**src/rtl/axis_selector_scheduler.sv**
```systemverilog
// Burst-based round-robin scheduler for the select line of a 2:1 AXI4-Stream selector.
// Observes the slave-side handshakes only and reports beat and switch counts.
module axis_selector_scheduler #(
    parameter int CNTR_WIDTH = 16,
    parameter int STS_WIDTH  = 32
) (
    input  logic                  aclk,
    input  logic                  areset,
    input  logic                  cfg_enable,
    input  logic [CNTR_WIDTH-1:0] cfg_burst,
    input  logic [CNTR_WIDTH-1:0] cfg_timeout,
    input  logic                  s00_axis_tvalid,
    input  logic                  s00_axis_tready,
    input  logic                  s01_axis_tvalid,
    input  logic                  s01_axis_tready,
    output logic                  sel_data,
    output logic [STS_WIDTH-1:0]  sts_beats0,
    output logic [STS_WIDTH-1:0]  sts_beats1,
    output logic [STS_WIDTH-1:0]  sts_switches
);

    typedef enum logic [1:0] {
        IDLE   = 2'd0,
        GRANT0 = 2'd1,
        GRANT1 = 2'd2
    } state_t;

    state_t                state_q;
    logic                  sel_q;
    logic                  last_grant_q;
    logic [CNTR_WIDTH-1:0] beat_cnt_q;
    logic [CNTR_WIDTH-1:0] idle_cnt_q;
    logic [STS_WIDTH-1:0]  beats0_q;
    logic [STS_WIDTH-1:0]  beats1_q;
    logic [STS_WIDTH-1:0]  switches_q;

    logic                  hs0;
    logic                  hs1;
    logic                  granted;
    logic                  grant_id;
    logic                  hs_granted;
    logic                  other_valid;
    logic                  idle_pick;
    logic [CNTR_WIDTH-1:0] beat_inc_d;
    logic [CNTR_WIDTH-1:0] idle_inc_d;
    logic [CNTR_WIDTH:0]   burst_eff;
    logic                  burst_done;
    logic                  timeout_hit;
    logic                  switch_d;

    assign hs0 = s00_axis_tvalid & s00_axis_tready;
    assign hs1 = s01_axis_tvalid & s01_axis_tready;

    assign granted     = (state_q == GRANT0) || (state_q == GRANT1);
    assign grant_id    = (state_q == GRANT1);
    assign hs_granted  = grant_id ? hs1 : hs0;
    assign other_valid = grant_id ? s00_axis_tvalid : s01_axis_tvalid;

    // With both sources requesting, the one not served last wins.
    assign idle_pick = (s00_axis_tvalid & s01_axis_tvalid) ? ~last_grant_q : s01_axis_tvalid;

    assign beat_inc_d = (&beat_cnt_q) ? beat_cnt_q : beat_cnt_q + CNTR_WIDTH'(1);
    assign idle_inc_d = (&idle_cnt_q) ? idle_cnt_q : idle_cnt_q + CNTR_WIDTH'(1);

    // Compares are one bit wider so beat/idle +1 cannot wrap at all-ones.
    assign burst_eff   = (cfg_burst == '0) ? (CNTR_WIDTH+1)'(1) : {1'b0, cfg_burst};
    assign burst_done  = ({1'b0, beat_cnt_q} + (CNTR_WIDTH+1)'(1)) >= burst_eff;
    assign timeout_hit = (cfg_timeout != '0) &&
                         (({1'b0, idle_cnt_q} + (CNTR_WIDTH+1)'(1)) >= {1'b0, cfg_timeout});

    assign switch_d = cfg_enable && granted && other_valid &&
                      ((hs_granted && burst_done) || (!hs_granted && timeout_hit));

    always_ff @(posedge aclk or posedge areset) begin
        if (areset) begin
            state_q      <= IDLE;
            sel_q        <= 1'b0;
            last_grant_q <= 1'b1;
            beat_cnt_q   <= '0;
            idle_cnt_q   <= '0;
        end else if (!cfg_enable) begin
            state_q    <= IDLE;
            beat_cnt_q <= '0;
            idle_cnt_q <= '0;
        end else begin
            case (state_q)
                IDLE: begin
                    beat_cnt_q <= '0;
                    idle_cnt_q <= '0;
                    if (s00_axis_tvalid || s01_axis_tvalid) begin
                        state_q      <= idle_pick ? GRANT1 : GRANT0;
                        sel_q        <= idle_pick;
                        last_grant_q <= idle_pick;
                    end
                end
                GRANT0, GRANT1: begin
                    if (switch_d) begin
                        state_q      <= grant_id ? GRANT0 : GRANT1;
                        sel_q        <= ~grant_id;
                        last_grant_q <= ~grant_id;
                        beat_cnt_q   <= '0;
                        idle_cnt_q   <= '0;
                    end else if (hs_granted) begin
                        idle_cnt_q <= '0;
                        beat_cnt_q <= burst_done ? '0 : beat_inc_d;
                    end else begin
                        idle_cnt_q <= idle_inc_d;
                    end
                end
                default: begin
                    state_q    <= IDLE;
                    beat_cnt_q <= '0;
                    idle_cnt_q <= '0;
                end
            endcase
        end
    end

    always_ff @(posedge aclk or posedge areset) begin
        if (areset) begin
            beats0_q   <= '0;
            beats1_q   <= '0;
            switches_q <= '0;
        end else begin
            if (hs0)      beats0_q   <= beats0_q + STS_WIDTH'(1);
            if (hs1)      beats1_q   <= beats1_q + STS_WIDTH'(1);
            if (switch_d) switches_q <= switches_q + STS_WIDTH'(1);
        end
    end

    assign sel_data     = sel_q;
    assign sts_beats0   = beats0_q;
    assign sts_beats1   = beats1_q;
    assign sts_switches = switches_q;

endmodule

```
**config.mk**
```make
export PLATFORM = sky130hd
export DESIGN_NAME = axis_selector_scheduler
export DESIGN_NICKNAME = d
export VERILOG_FILES = /design/src/rtl/axis_selector_scheduler.sv
export SDC_FILE = /design/constraint.sdc
export NUM_CORES = 1
export LEC_CHECK = 0
export ABC_AREA = 0
export BUFFER_PORTS_ARGS = -buffer_cell sky130_fd_sc_hd__buf_2
export CORE_ASPECT_RATIO = 1.75
export CORE_MARGIN = 1.5
export CORE_UTILIZATION = 56
export CTS_BUF_LIST = sky130_fd_sc_hd__clkbuf_16
export CTS_CLUSTER_SIZE = 10
export DETAILED_ROUTE_END_ITERATION = 6
export HOLD_SLACK_MARGIN = 0.02
export PLACE_DENSITY = 0.8
export SLEW_MARGIN = 10
export SYNTH_ARGS = -nofsm -noshare
export SYNTH_HDL_FRONTEND = slang
export SYNTH_SLANG_ARGS = --single-unit
```
**constraint.sdc**
```tcl
create_clock -name aclk -period 4.15 [get_ports aclk]
set_input_delay 0.2075 -clock aclk [delete_from_list [all_inputs] [get_ports aclk]]
set_output_delay 0.2075 -clock aclk [all_outputs]
set_load 0.005 [all_outputs]
```
==> results of run 1 <==
path summary, 6_finish.rpt:
path,start,endpoint,slack (ns),cells past startpoint
max,beat_cnt_q[7],sts_switches[11],0.26,13
min in group aclk,cfg_enable,state_q[1],0.08,2
min,areset,sts_beats1[18],-0.007,2
max in group asynchronous,areset,last_grant_q,3.18,3
min reg2reg,sts_beats1[31],sts_beats1[31],0.47,1
max reg2reg,beat_cnt_q[7],sts_switches[11],0.26,13
worst max-delay path, stage by stage (launching register included):
cell,delay [ns]
dfrtp_1,0.45
nand4_1,0.25
nor4_2,0.46
nand3_1,0.25
or3_1,0.42
nand2_1,0.08
ha_1,0.16
nand3_1,0.09
nor3_1,0.28
a311o_1,0.30
a211oi_2,0.06
buf_4,0.21
or4_1,0.57
xnor2_1,0.16
state kept, by name, indices dropped and copies added, names as in the netlist:
| signal | flops |
|---|---|
| sts_beats0 | 32 |
| last_grant_q | 1 |
| sts_beats1 | 32 |
| idle_cnt_q | 16 |
| beat_cnt_q | 16 |
| sel_data | 1 |
| sts_switches | 32 |
| state_q | 2 |
cells in the mapped netlist, drive strengths merged (3+ instances only):
master / instances / area, sq um
or2: 7 / 43.8
nor2: 56 / 213
nand4: 45 / 288
o21a: 11 / 82.6
a211oi: 4 / 35.0
and4: 6 / 52.6
nand2: 53 / 199
clkbuf: 8 / 30.0
mux2: 3 / 33.8
dfrtp: 131 / 3280
nor3: 16 / 80.1
a221o: 8 / 80.1
or4: 6 / 45.0
nor4: 13 / 109
nand3: 50 / 250
and2: 7 / 43.8
xnor2: 89 / 780
buf: 7 / 40.0
xor2: 28 / 245
a21oi: 11 / 55.1
and3: 28 / 175
a21boi: 3 / 26.3
inv: 49 / 184
or3: 5 / 31.3
nor3b: 4 / 30.0
o21ai: 17 / 88.8
ha: 39 / 488
layer usage:
layer / part of all wire / GRT usage / vias up
li1: - / - / 2934
met1: 0.38 / 0.295 / 2963
met2: 0.54 / 0.479 / 178
met3: 0.037 / 0.0512 / 50
met4: 0.041 / 0.132 / 0
met5: 0 / 0 / -
repair_timing:
action	in CTS	in global routing
resized for setup	0	2
setup buffers	0	0
setup endpoints to repair	0	2
hold buffers	0	0
placed cells by master, fill, tap and decap left out, types with 11 or more instances in the layout:
master     Yosys  layout
nor3_1        16      16
dfrtp_1      131     131
inv_1         49      48
xor2_1        28      28
ha_1          39      39
a21oi_1       11      11
o21a_1        11      11
buf_2          5     135
and3_1        28      28
clkbuf_16      0      17
nor2_1        55      55
nand3_1       50      50
nand2_1       53      53
nand4_1       44      44
xnor2_1       89      89
o21ai_0       16      16
cell families (layout without fill, tap and decap cells):
group                    count (synthesis)  after routing  synth area share
AND/OR/NAND/NOR                        305            305             0.222
flip-flops                             132            132             0.449
XOR/XNOR                               117            117             0.139
AO/OA/AOI/OAI                           80             80            0.0817
buffers and inverters                   64            226            0.0345
adder cells (fa/ha/maj)                 39             39            0.0663
multiplexers                             5              5           0.00732
other                                    0              1                 0
report_power, final:
| part | switching, uW | internal (uW) | total, uW | leakage, uW |
|---|---|---|---|---|
| Sequential | 111 | 1380 | 1490 | 0.00180 |
| Combinational | 308 | 230 | 539 | 0.00241 |
| Clock | 609 | 899 | 1510 | 0.000283 |
| Total | 1030 | 2510 | 3540 | 0.00449 |
layout make-up:
type,count,share of cell area
repair buffers,145,0.0847
flip-flops and latches,132,0.373
clock inverters,15,0.0188
clock buffers,17,0.0480
inverters,49,0.0210
multi-input cells,546,0.430
diodes,1,0.000282
well taps,171,0.0241
through the flow:
stage	cell area, sq um	setup slack (ns)
6_report	8860	0.264
4_1_cts	8850	0.264
5_1_grt	8860	0.0578
2_1_floorplan	7350	0.418
3_3_place_gp	8260	0.473
3_5_place_dp	8260	0.306
==> results summary, run 1 <==
The number of CTS-inserted buffers is 17. The worst min-delay path class is primary input to asynchronous set/reset pin. The maximum level of the CTS H-tree is 4. The number of nets in the synthesized netlist is 820. The synthesis-stage register bit count came out at 132. The detailed-placement wirelength estimate is 13200 um. In this run the worst path has a maximum fanout of 18. The checks that failed: negative hold slack.

The multi-input logic area came out at 3810 sq um. For this run, design rule violations remaining after detail routing come to 0. The number of synthesized flops with an enable pin is 0. Power comes to 3540 uW. Adding up every negative setup slack in the final design gives 0 ns.

The nature of the critical path endpoint is a register. The maximum number of pins on one net before global-route repair came out at 76. At the end of routability-driven placement, the weighted congestion stood at 0.886. The number of antenna violations at the first check in global routing came out at 1.

Counting along the longest clock path gives a buffer depth of 2. The clock transition at the registers of the reported paths is 0.06 ns. The total count of hold-check failures in the final report came out at 8. The total of warnings raised by yosys is 0. The max-slew violation total from the final report is 0.

The largest clock skew in the final design came out at 0.00930 ns. The share of the Yosys chip area taken by registers is 0.449. The worst pin sits at a relative slew slack of 0.411. Data on the critical path is required at its endpoint by 4.44 ns. The final standard cell count with taps included and fillers excluded is 1076. The detailed-route wire length per cell came out at 16.5 um. The tool flagged a number of max-cap violations equal to 0. After detailed routing, the total wire length is 17800 um. The insertion delay of the later-clocked pin in the worst-skew pair came out at 0.42 ns. At the pin with the least slew margin, the transition time is 0.884 ns. For this run, the leading register cell type out of synthesis is dfrtp_1. The total of fill cells in the finished design is 1084. The proportion of synthesized flip-flops having asynchronous set or reset came out at 1.00. Relative to the synthesized area, the layout overhead comes to 20.5%. Once placement completed, the tool counted placed cells totaling 1043. The worst hold slack across all endpoints is -0.00663 ns. The die covers 13900 sq um. The area of the mapped netlist is 7350 sq um. The TritonCTS clock tree is done. After detailed routing, the number of vias per cell comes to 5.69.

For the worst setup path, the data arrival time is 4.18 ns. The worst-case IR drop observed on VDD is 305 uV. The area occupied by registers came out at 3300 sq um. The final layout net count is 969.

The number of iterations in the first detailed-routing pass is 5. Setup repair after global routing left no endpoint under its margin. The die width is 89.6 um.

Of the cells placed in the final design, the portion with a size suffix greater than 1 is 0.223. The number of buffers added on ports is 135. The vias after detailed routing came out at 6125. The via count of the first global-routing pass is 6171. In this run the mean area of a mapped cell was 9.91 sq um. The flow ran to the end, but the final reports show violations. The boundary pin count came out at 136. The die extent in y came out at 155 um. The first-pass GRT wire length came out at 28700 um.

The worst path in the final design needs a cycle of 3.89 ns, including I/O delays and setup. The worst setup path is of the register to register kind. The highest attainable clock frequency came out at 257 MHz. The detailed router finished its first iteration with 248 violations.

The overall overflow remaining after global route came out at 0. After floorplanning, the core was sized to cover 12900 sq um. CTS saw 132 sinks. The initial core utilization is 0.572. The static leakage power came out at 0.00449 uW. The final cycle utilization of the critical path came out at 0.936. The floorplan row count is 55.

For this run, the share of the core covered by cells in the final layout is 0.689. In this run the power density over the cells is 399 nW/um^2. Synthesis handed over a netlist of 742 instances. The master cell of the clock root buffer is clkbuf_16. STA classifies the critical path startpoint as a register.

The remaining number of nets flagged by the antenna check after routing is 0. The setup violation total in the final timing report came out at 0. The global-route usage over all layers came out at 0.269.

The number of distinct library cells after synthesis is 60.
(Power assumes the default switching activity.)
==> run 2: changes to the inputs <==
BUFFER_PORTS_ARGS = not set   (was -buffer_cell sky130_fd_sc_hd__buf_2)
CORE_ASPECT_RATIO = not set   (was 1.75)
CORE_UTILIZATION = 64   (was 56)
DONT_BUFFER_PORTS = 1   (was not set)
==> results summary, run 2 (synthesized netlist as in run 1, its figures left out) <==
The remaining number of nets flagged by the antenna check after routing is 0 (unchanged). The fraction of final layout cells with drive strength greater than 1 is 0.0825 (-0.141). The signal arrival time at the worst endpoint is 4.09 ns (-0.09 ns). The worst setup path is of the register to register kind. The portion of total power attributed to the clock network came to 0.432 (+0.006).

The final critical path time including I/O delays and setup is 3.79 ns (-0.0934 ns). The final cycle utilization of the critical path came to 0.914 (-0.0225). The overall overflow remaining after global route is 0 (unchanged). The maximum level of the CTS H-tree came out at 4 (unchanged). The library cell used most frequently in the layout, excluding fill and tap cells, is dfrtp_1. The global-route usage over all layers is 0.296 (+0.0272).

The number of cells after detailed placement came out at 876 (-16%). The switching power as a share of total power was 0.290 (-0.000689). The number of CTS-inserted buffers is 17 (unchanged).

Leaving out fill and tap cells, the most frequent cells in the layout are dfrtp_1 (131), xnor2_1 (89), nor2_1 (55). The met1 wire length is 7190 um (+6.8%). The total count of hold-check failures in the final report was 0 (-8). The peak supply drop came out at 387 uV (+27%). The final routed wirelength across all metal layers came out at 16800 um (-5.6%). The largest clock skew in the final design is 0.00623 ns (-0.00307 ns). The ratio of total power to cell area came out at 420 nW/um^2 (+5.2%). The core region area came out at 11000 sq um (-14%). The routability-driven placement congestion ratio was 0.928 (+4.7%). The worst min-delay path class is primary input to register.

The number of buffers added on ports came to 0 (-100%). The share of total power in combinational logic is 0.124 (-0.028). The static leakage power was 0.00384 uW (-15%). The first-iteration detailed-routing DRC count came out at 401 (+62%). The worst setup path is captured at a register. The max-slew violation total from the final report came out at 0 (unchanged). Setup repair after global routing left no endpoint under its margin. The final standard cell utilization of the core came out at 0.744 (+0.0555).

Clock tree synthesis selected as its root buffer the cell clkbuf_16. The maximum number of pins on one net before global-route repair came out at 81 (+6.6%). The clock transition at the registers of the reported paths came to 0.06 ns (about the same). The die width came out at 110 um (+23%). The via count of the first global-routing pass came to 5831 (-5.5%). The clock net sink count is 132 (unchanged).

The met3 wirelength from detailed routing was 1200 um (+84%). The layout overhead on the synthesized area came out at 11.6%. The die footprint is 12100 sq um (-12%). The floorplan row count is 38 (-31%). The number of antenna violations at the first check in global routing is 0 (-1). The die extent in y is 110 um (-29%).

The boundary pin count is 136 (unchanged). The data required time at the worst endpoint is 4.45 ns (about the same). The slew at the pin with the worst max-slew slack came out at 0.979 ns (+0.0950 ns). The post-CTS setup buffer count came out at 0 (unchanged). The final layout net count came out at 841 (-13%).

The detailed-route wire length per cell is 18.3 um (+11%). The first-pass GRT wire length came to 27500 um (-4.3%). The vias after detailed routing came to 5722 (-6.6%). The worst max-slew margin expressed relative to the limit is 0.348 (-0.0633).

The total internal power came out at 2450 uW (-2.5%). The share of power burned in registers was 0.444 (+0.023). The ratio of routed vias to standard cells is 6.25 (+9.7%). The switching power total was 1000 uW (-2.8%).

The number of iterations in the first detailed-routing pass came to 4 (-1). The number of remaining DRC errors was 0 (unchanged). The flow ran to the end, and the final reports show no timing, DRC or antenna violations. The largest fanout on the critical path is 18 (unchanged). The detailed-placement wirelength estimate is 11700 um (-11%).

The total met2 wirelength after detailed routing is 8150 um (-16%). The sum of negative setup slack is 0 ns (unchanged). The number of diodes added for antenna fixing is 0 (-1). The highest attainable clock frequency came out at 264 MHz (+2.5%). The worst setup path is launched from a register. TritonCTS built the clock tree. The buffer levels on the longest clock path is 2 (unchanged).

The total of fill cells in the finished design is 781 (-28%). The count of max-cap constraint violations is 0 (unchanged). The top routing layer in use is met4. The initial core utilization came to 0.667 (+0.0952).

The final standard cell count with taps included and fillers excluded came out at 916 (-15%). The setup violation total in the final timing report is 0 (unchanged). The insertion delay of the later-clocked pin in the worst-skew pair came out at 0.42 ns (about the same).
[run 2: cell count changes in the layout (fill, tap and decap cells not counted), moves of 2 or more]
cell | before | now
clkinv_4 | 1 | 3
dlygate4sd3_1 | 0 | 8
buf_2 | 135 | 0
inv_6 | 5 | 2
clkinv_1 | 1 | 3
[run 2: path summary, 6_finish.rpt]
kind                                     start                to  slack [ns]  cells after the start
worst max-delay path             beat_cnt_q[7]  sts_switches[11]        0.36                     13
worst min-delay path                cfg_enable     beat_cnt_q[0]        0.04                      2
worst max register to register   beat_cnt_q[7]  sts_switches[11]        0.36                     13
worst min register to register  sts_beats1[31]    sts_beats1[31]        0.50                      1
max in group asynchronous               areset      last_grant_q        2.63                      3
min in group asynchronous               areset    sts_beats1[31]        0.50                      2
[run 2: cell type report]
class | count | area [sq um] | share of cell area
sequential | 132 | 3300 | 0.402
inverter | 49 | 186 | 0.0227
clock buffer | 17 | 425 | 0.0518
tap | 140 | 175 | 0.0213
clock inverter | 15 | 156 | 0.0190
multi-input combinational | 546 | 3810 | 0.465
timing repair buffer | 17 | 148 | 0.0180
[run 2: power groups by stage]
stage / clock network (uW) / registers (uW) / logic [uW]
after floorplan: 0 / 1500 / 328
after global placement: 0 / 1540 / 393
after detailed placement: 0 / 1550 / 413
after CTS: 1500 / 1530 / 427
after global routing: 1560 / 1540 / 483
final: 1490 / 1530 / 428
[run 2: metal layers]
layer	up-vias	global-route usage
li1	2672	-
met1	2822	0.380
met2	200	0.469
met3	28	0.104
met4	0	0.101
met5	-	0
[run 2: timing repair]
item / in CTS / in global routing
hold buffers: 8 / 0
setup endpoints to repair: 0 / 5
endpoints found under the hold margin: 85 / 0
gates resized for setup: 0 / 2
[run 2: metrics by stage]
stage	power [uW]	setup WS [ns]	hold slack [ns]	cell area, sq um
floorplan	1830	0.418	0.333	7350
global placement	1930	0.537	0.346	7540
detailed placement	1960	0.318	0.347	7540
CTS	3460	0.286	0.0234	8200
global route	3590	0.00862	0.0379	8210
finish	3450	0.358	0.0437	8210
[run 2: worst max-delay path: stages (launching register included)]
cell and delay (ns):
dfrtp_1 0.46, nand4_1 0.23, nor4_2 0.43, nand3_1 0.24, o21ai_0 0.29, nand2_1 0.09
ha_1 0.33, nand3_1 0.08, nor3_1 0.27, a311o_1 0.29, a211oi_2 0.06, buf_4 0.20
or4_1 0.56, xnor2_1 0.15
==> run 3: changes to the inputs <==
CORE_MARGIN = 5   (was 1.5)
PLACE_DENSITY = not set   (was 0.8)
PLACE_DENSITY_LB_ADDON = 0.3   (was not set)
==> results summary, run 3 (synthesized netlist as in run 1, its figures left out) <==
The run finished with clean final reports. The die extent in y came out at 117 um (+6.4%). The layout overhead on the synthesized area is 11.1%. The startpoint of the most critical setup path is beat_cnt_q[7]. The die footprint came out at 13700 sq um (+13%). The number of iterations in the first detailed-routing pass came out at 5 (+1). Setup repair after global routing left no endpoint under its margin. The final layout net count is 840 (-0.12%).

The final cycle utilization of the critical path is 0.936 (+0.0221). The combined buffer and inverter count along the critical path came out at 1 (unchanged). In the layout the commonest cells are dfrtp_1 (131), xnor2_1 (89), nor2_1 (55).

The floorplan row count came to 39 (+2.6%). The final critical path time including I/O delays and setup came out at 3.88 ns (+0.0917 ns). The number of antenna violations at the first check in global routing came to 0 (unchanged). The die width is 117 um (+6.4%).

The highest attainable clock frequency is 257 MHz (-2.4%). The first-pass GRT wire length is 28500 um (+3.6%). The setup violation total in the final timing report is 0 (unchanged). The overall overflow remaining after global route is 0 (unchanged). The largest clock skew in the final design is 0.0114 ns (+0.00517 ns). The first-iteration detailed-routing DRC count is 399 (-0.50%). The buffer levels on the longest clock path came out at 2 (unchanged). The maximum number of pins on one net before global-route repair is 133 (+64%). The worst setup path is captured at a register. The slew at the pin with the worst max-slew slack was 0.668 ns (-0.311 ns). The cell count along the critical path is 13 (unchanged). The clock net sink count came out at 132 (unchanged). The worst min-delay path class is primary input to register.

The sum of negative setup slack came out at 0 ns (unchanged). The master cell of the clock root buffer is clkbuf_16. The ratio of total power to cell area is 405 nW/um^2 (-3.6%). The portion of total power attributed to the clock network is 0.403 (-0.029). The max-slew violation total from the final report is 0 (unchanged).

The total count of hold-check failures in the final report came out at 0 (unchanged). The routability-driven placement congestion ratio is 0.885 (-4.6%). The peak supply drop is 474 uV (+23%). The critical path endpoint is sts_switches[12]. In this run the critical register-to-register path is captured at sts_switches[12]. The switching power total is 941 uW (-5.9%). The detailed-route wire length per cell is 18.8 um (+2.7%).

The insertion delay of the later-clocked pin in the worst-skew pair is 0.42 ns (about the same). The count of max-cap constraint violations came out at 0 (unchanged). The boundary pin count came out at 136 (unchanged). The static leakage power is 0.00386 uW (+0.46%). The global-route usage over all layers is 0.265 (-0.0312).

The total of fill cells in the finished design is 810 (+3.7%). The signal on the critical path passes through nand4_1 -> nor4_2 -> nand3_1 -> o21ai_0 -> nand2_1 -> ha_1 -> nand3_1 -> nor3_1 -> a311o_1 -> a211oi_2 -> buf_4 -> or4_1 -> xnor2_1. The critical path launch point type is a register.

The share of total power in combinational logic is 0.134 (+0.010). The category of cells accounting for the largest share of critical-path delay is simple AND/OR/NAND/NOR gates. The ratio of routed vias to standard cells was 6.25 (about the same). The core region area came out at 11300 sq um (+2.6%). The TritonCTS clock tree is done.

The remaining number of nets flagged by the antenna check after routing is 0 (unchanged). The depth of the worst register-to-register path is 13 (unchanged). The final standard cell count with taps included and fillers excluded is 918 (+0.22%). The signal arrival time at the worst endpoint is 4.17 ns (+0.08 ns). The critical-path cell with the highest stage delay is or4_1. The most numerous cell type found on the critical path is nand3_1. The share of power burned in registers is 0.463 (+0.019).

The clock transition at the registers of the reported paths is 0.05 ns (about the same). The number of CTS-inserted buffers came out at 17 (unchanged). The setup slack of the worst register-to-register path came out at 0.27 ns (-0.09 ns). The maximum level of the CTS H-tree is 4 (unchanged).

The detailed-placement wirelength estimate came out at 12100 um (+3.0%). The switching power as a share of total power is 0.285 (-0.00558). The number of buffers added on ports is 0 (unchanged).

By startpoint and endpoint, the worst setup path is classified as register to register. The number of cells after detailed placement came out at 878 (+0.23%). The via count of the first global-routing pass is 5896 (+1.1%). The initial core utilization came out at 0.650 (-0.0171). The origin of the critical flop-to-flop path is beat_cnt_q[7].

The vias after detailed routing came to 5733 (+0.19%). The largest fanout on the critical path is 18 (unchanged). The fraction of final layout cells with drive strength greater than 1 is 0.0748 (-0.00764). The largest incremental delay on the critical path is 0.56 ns (about the same). The library cell used most frequently in the layout, excluding fill and tap cells, is dfrtp_1. The number of diodes added for antenna fixing is 0 (unchanged). The total internal power is 2370 uW (-3.3%).

The number of remaining DRC errors is 0 (unchanged). The worst max-slew margin expressed relative to the limit came out at 0.555 (+0.207). The final routed wirelength across all metal layers is 17300 um (+2.9%). The data required time at the worst endpoint came out at 4.44 ns (about the same).
==> run 3: area by class of cell <==
cell class / instances / area, sq um / share of cell area
Clock buffer: 17 / 425 / 0.0521
Clock inverter: 15 / 100 / 0.0122
Inverter: 49 / 186 / 0.0228
Multi-Input combinational cell: 546 / 3820 / 0.468
Sequential cell: 132 / 3300 / 0.404
Tap cell: 143 / 179 / 0.0219
Timing Repair Buffer: 16 / 153 / 0.0187
==> run 3: per-layer routing <==
metal	global-route usage	routed length (um)	vias to the layer above
met1	0.332	6990	2814
met5	0	0	-
met3	0.0941	1390	43
met4	0.0963	417	0
li1	-	-	2671
met2	0.425	8500	205
==> run 3: tightest hold or removal path: stages <==
cell and delay [ns]:
nand2_1 0.06, a32oi_1 0.07, o31a_1 0.11
==> run 3: what timing repair did <==
action | 4_1_cts | 5_1_grt
hold buffers | 8 | 0
resized for setup | 0 | 4
endpoints found under the hold margin | 137 | 0
buffers inserted | 0 | 0
endpoints found under the setup margin | 0 | 40
==> run 3: worst min-delay path by stage <==
stage,from,to,slack [ns],depth (start not counted)
global placement,areset,sts_beats1[31],0.31,2
global route,s01_axis_tvalid,last_grant_q,0.04,3
floorplan,cfg_enable,state_q[1],0.33,1
finish,s01_axis_tvalid,last_grant_q,0.04,3
CTS,s01_axis_tvalid,last_grant_q,0.02,3
detailed placement,areset,sts_beats0[10],0.32,2
==> run 3: power by group through the flow <==
stage / Clock (uW) / Combinational (uW) / Sequential (uW)
finish: 1330 / 444 / 1530
global route: 1420 / 494 / 1550
CTS: 1350 / 429 / 1520
detailed placement: 0 / 421 / 1550
global placement: 0 / 393 / 1540
floorplan: 0 / 328 / 1500
==> run 3: stage by stage <==
step	area [sq um]	hold slack, ns	util	power, uW	setup slack (ns)
6_report	8170	0.0355	0.722	3310	0.266
5_1_grt	8170	0.0440	0.722	3460	0.0318
4_1_cts	8150	0.0213	0.720	3310	0.137
3_5_place_dp	7540	0.323	0.666	1970	0.161
3_3_place_gp	7540	0.313	0.666	1930	0.456
2_1_floorplan	7350	0.333	-	1830	0.418
